===== config.mk =====
export PLATFORM = sky130hd
export DESIGN_NAME = imm_narrow_packer
export DESIGN_NICKNAME = d
export VERILOG_FILES = /design/src/rtl/imm_narrow_packer.sv
export SDC_FILE = /design/constraint.sdc
export NUM_CORES = 1
export LEC_CHECK = 0
export CAP_MARGIN = 30
export CORE_MARGIN = 1.5
export CORE_UTILIZATION = 47
export CTS_CLUSTER_DIAMETER = 30
export DETAILED_ROUTE_END_ITERATION = 10
export PLACE_DENSITY_LB_ADDON = 0.08
export SETUP_SLACK_MARGIN = 0.4
export SYNTH_ARGS = -nofsm -noshare
export SYNTH_HDL_FRONTEND = slang
export SYNTH_SLANG_ARGS = --single-unit

===== constraint.sdc =====
create_clock -name clk -period 2.8 [get_ports clk]
set_clock_uncertainty 0.15 [all_clocks]
set_input_delay 0.56 -clock clk [delete_from_list [all_inputs] [get_ports clk]]
set_output_delay 0.56 -clock clk [all_outputs]
set_load 0.02 [all_outputs]

===== src/rtl/imm_narrow_packer.sv =====
// Two-stage valid/ready packer narrowing signed IN_W values into OUT_W immediates.
// Build option: define IMM_SATURATE_EN to saturate non-fitting values instead of truncating.
module imm_narrow_packer #(
  parameter int IN_W  = 32,
  parameter int OUT_W = 16,
  parameter int TAG_W = 5,
  parameter int CNT_W = 16
) (
  input  logic             clk,
  input  logic             rst,
  input  logic             in_valid,
  output logic             in_ready,
  input  logic [IN_W-1:0]  in_data,
  input  logic [TAG_W-1:0] in_tag,
  output logic             out_valid,
  input  logic             out_ready,
  output logic [OUT_W-1:0] out_imm,
  output logic             out_fits,
  output logic [TAG_W-1:0] out_tag,
  input  logic             ovf_clr,
  output logic [CNT_W-1:0] ovf_count,
  output logic             busy
);

  logic             s1_valid;
  logic [IN_W-1:0]  s1_data;
  logic [TAG_W-1:0] s1_tag;

  logic             s2_valid;
  logic [OUT_W-1:0] s2_imm;
  logic             s2_fits;
  logic [TAG_W-1:0] s2_tag;

  logic [CNT_W-1:0] cnt;

  logic             s2_load;
  logic [IN_W-OUT_W:0] upper;
  logic             fits;
  logic [OUT_W-1:0] imm;
  logic             ovf_xfer;

  assign s2_load  = !s2_valid || out_ready;
  assign in_ready = !s1_valid || s2_load;

  // The value fits when every bit from the OUT_W sign position upward agrees.
  assign upper = s1_data[IN_W-1:OUT_W-1];
  assign fits  = (&upper) | ~(|upper);

  always_comb begin
    imm = s1_data[OUT_W-1:0];
`ifdef IMM_SATURATE_EN
    if (!fits) begin
      imm = s1_data[IN_W-1] ? {1'b1, {(OUT_W-1){1'b0}}} : {1'b0, {(OUT_W-1){1'b1}}};
    end
`endif
  end

  always_ff @(posedge clk) begin
    if (rst) begin
      s1_valid <= 1'b0;
      s1_data  <= '0;
      s1_tag   <= '0;
    end else if (in_ready) begin
      s1_valid <= in_valid;
      if (in_valid) begin
        s1_data <= in_data;
        s1_tag  <= in_tag;
      end
    end
  end

  // Result registers only change when a new beat lands, so a stalled output holds steady.
  always_ff @(posedge clk) begin
    if (rst) begin
      s2_valid <= 1'b0;
      s2_imm   <= '0;
      s2_fits  <= 1'b0;
      s2_tag   <= '0;
    end else if (s2_load) begin
      s2_valid <= s1_valid;
      if (s1_valid) begin
        s2_imm  <= imm;
        s2_fits <= fits;
        s2_tag  <= s1_tag;
      end
    end
  end

  assign ovf_xfer = s2_valid && out_ready && !s2_fits;

  always_ff @(posedge clk) begin
    if (rst) begin
      cnt <= '0;
    end else if (ovf_clr) begin
      cnt <= '0;
    end else if (ovf_xfer && (cnt != {CNT_W{1'b1}})) begin
      cnt <= cnt + {{(CNT_W-1){1'b0}}, 1'b1};
    end
  end

  assign out_valid = s2_valid;
  assign out_imm   = s2_imm;
  assign out_fits  = s2_fits;
  assign out_tag   = s2_tag;
  assign ovf_count = cnt;
  assign busy      = s1_valid || s2_valid;

endmodule


==> impl_metrics.tcl <==
set metrics [dict create \
    critPathMaxFanout 4 \
    antenna_found_initial 0 \
    yosys_warnings 0 \
    cp.required_ns 2.09 \
    met2RoutedLength_mm 3.20 \
    floorplan.die.width_um 82.5 \
    initial_utilization_pct 49.4 \
    yosys.area.top_type "sky130_fd_sc_hd__dfxtp_1" \
    detailroute.via_count 2809 \
    synth_cells 376 \
    vias_per_cell 5.27 \
    postSynthNetCount 419 \
    setup_viol_count_final 0 \
    layout.cells.most_common "sky130_fd_sc_hd__nand2_1" \
    setup.worst_path.start "out_ready" \
    worstSetupStartpointType "input port" \
    crit_family "buffers and inverters" \
    final_cell_mix "sky130_fd_sc_hd__nand2_1 (128), sky130_fd_sc_hd__clkdlybuf4s50_1 (80), sky130_fd_sc_hd__dfxtp_1 (77), sky130_fd_sc_hd__a21oi_1 (67), sky130_fd_sc_hd__nand4_1 (10)" \
    result_of_the_run "complete, no violations" \
    drc 0 \
    final_design_area_no_fill_mm2 0.00405 \
    timing_hold_violations_final 0 \
    clockBufferDepth 2 \
    worstSetupEndpointType "output pin" \
    setup_tns_ns 0 \
    drt_iter0_markers 119 \
    fin_crit_sh_pct 82.3 \
    clk_transition_reported_paths_ns 0.09 \
    placed_cells_incl_taps 517 \
    ctsResizeCount 2 \
    placeableCoreArea_mm2 0.00603 \
    rsz0062_at_grt "false" \
    post_synth.cell_area_avg_um2 7.91 \
    final_antenna_net_count 0 \
    setup.worst_path.class "input port to output pin" \
    post-layout-total-power_mw 2.14 \
    grt_max_degree 45 \
    synth-async-reset-ratio_pct 0 \
    post_dp_cell_area_mm2 0.00386 \
    core.rowCount 28 \
    finalWeightedCongestion 0.873 \
    cts_inserted_buffers 9 \
    cts_hold_buffers 0 \
    synth_ff_type "sky130_fd_sc_hd__dfxtp_1" \
    synth.distinct_cells 39 \
    first_pass_grt_wire_length_mm 11.3 \
    ys_seq_area_share_pct 51.8 \
    grt_usage_pct 21.6 \
    worst_slack_ns 0.495 \
    num_antenna_cells 0 \
    die-area_mm2 0.00681 \
    cp_num_buf_inv 2 \
    cts_tree "built" \
    ir_worst_vdd_uv 336 \
    highest_clock_frequency_the_design_can_meet_mhz 434 \
    worstSkewPairLatency_ns 0.34 \
    power.density_mw_per_mm2 527 \
    highest_layer "met4" \
    wl_per_cell_um 12.7 \
    stdcell_count 533 \
    finish.net_count 496 \
    cts_num_sinks 77 \
    timing_worst_slew_pin_value_ns 0.615 \
    clk_root_buffer_cell "sky130_fd_sc_hd__clkbuf_8" \
    detailedPlace.worstSlack_ns 0.154 \
    min-delay-path-class "flip-flop to flip-flop" \
    cts_htree_levels 3 \
    yosys_top_cell_area_share_pct 51.8 \
    post-dp-hpwl_mm 4.53 \
    synth-edff-count 0 \
    synth-seq-cells 77 \
    cell_area_synth_mm2 0.00297 \
    worst_hold_startpoint "s1_data[2]$_SDFFE_PP0P_" \
    crit-reg2reg-launch "ovf_count[0]$_SDFFE_PP0P_" \
    m1WireLength_mm 3.12 \
    timing.final.max_slew_violations 0 \
    port_buffers 82 \
    arrival_ns 1.59 \
    drt_pre_antenna_iters 4 \
    hold_slack_ns 0.299 \
    timing.max_cap.violations 0 \
    utilization_pct 67.3 \
    area_growth_pct 36.3 \
    timing.final.crit_period_ns 2.30 \
    slew-limit-headroom_pct 58.3 \
    fp.dieH_um 82.5 \
    ioPinCount 83 \
    final_layout_size_suffix_gt1_share_pct 6.99 \
    crit_slowest_cell "sky130_fd_sc_hd__clkdlybuf4s50_1" \
    crit_chain "clkdlybuf4s50_1 > nand3b_1 > clkdlybuf4s15_1" \
    wl_final_mm 6.76 \
    route.met3.wl_um 338 \
    power_leakage_nw 1.39 \
    first_global_vias 2515 \
    synth_area_leaders "sky130_fd_sc_hd__dfxtp_1 (52%), sky130_fd_sc_hd__nand2_1 (16%), sky130_fd_sc_hd__a21oi_1 (11%), sky130_fd_sc_hd__clkbuf_1 (2.5%), sky130_fd_sc_hd__nand4_1 (2.1%)" \
    postCtsSetupRepairBufs 0 \
    slowest_delay_ns 0.52 \
    grt-ovfl-total 0 \
]
-- per-layer routing --
| metal | vias to the layer above | track usage [%] |
|---|---|---|
| li1 | 1442 | - |
| met1 | 1285 | 26.6 |
| met2 | 70 | 35.4 |
| met3 | 12 | 5.93 |
| met4 | 0 | 9.00 |
| met5 | - | 0 |
-- layout make-up --
| class | count | area (um^2) |
|---|---|---|
| Clock buffer | 9 | 124 |
| Sequential cell | 77 | 1540 |
| Timing Repair Buffer | 88 | 873 |
| Multi-Input combinational cell | 272 | 1340 |
| Clock inverter | 7 | 57.6 |
| Inverter | 5 | 18.8 |
| Tap cell | 75 | 93.8 |
| Fill cell | 534 | 1970 |
-- synth_stat cells, types with 3 or more instances --
master,n
sky130_fd_sc_hd__o41ai_1,3
sky130_fd_sc_hd__inv_1,5
sky130_fd_sc_hd__a21oi_1,67
sky130_fd_sc_hd__o211ai_1,4
sky130_fd_sc_hd__o21ai_0,6
sky130_fd_sc_hd__o31ai_1,3
sky130_fd_sc_hd__or4_1,4
sky130_fd_sc_hd__nand2_1,128
sky130_fd_sc_hd__dfxtp_1,77
sky130_fd_sc_hd__nor4_1,5
sky130_fd_sc_hd__nor2_1,7
sky130_fd_sc_hd__nand3_1,3
sky130_fd_sc_hd__nand4_1,10
sky130_fd_sc_hd__or3_1,5
sky130_fd_sc_hd__clkbuf_1,20
-- flip-flops by register name, indices dropped and copies added (netlist names) --
signal,count
s1_data,32
out_imm,16
ovf_count,16
out_tag,5
s1_tag,5
out_fits,1
out_valid,1
s1_valid,1
-- path summary, 6_finish.rpt --
kind / endpoint / slack, ns / cells after the start
worst min-delay path: out_imm[2]$_SDFFE_PP0P_ / 0.30 / 2
worst max-delay path: in_ready / 0.50 / 3
worst min register to register: out_imm[2]$_SDFFE_PP0P_ / 0.30 / 2
worst max register to register: ovf_count[10]$_SDFFE_PP0P_ / 0.60 / 5
-- cell families (layout without fill, tap and decap cells) --
family | Yosys count | after routing | synth area share, %
multiplexers | 1 | 1 | 0.337
flip-flops | 77 | 77 | 51.8
AO/OA/AOI/OAI | 92 | 92 | 17.4
AND/OR/NAND/NOR | 177 | 177 | 26.3
XOR/XNOR | 1 | 1 | 0.295
adder cells (fa/ha/maj) | 1 | 1 | 0.421
buffers and inverters | 27 | 109 | 3.45
-- power by group --
group | internal [mW] | switching, mW | leakage, nW
clock network | 0.334 | 0.435 | 0.0881
registers | 1.13 | 0.0248 | 0.628
logic | 0.104 | 0.104 | 0.673
-- worst min-delay path, stage by stage, from the launching register on --
cell and delay (ns):
sky130_fd_sc_hd__dfxtp_1 0.32, sky130_fd_sc_hd__nand2_1 0.05, sky130_fd_sc_hd__a21oi_1 0.05
No activity file was read; power rests on OpenSTA's default activity.
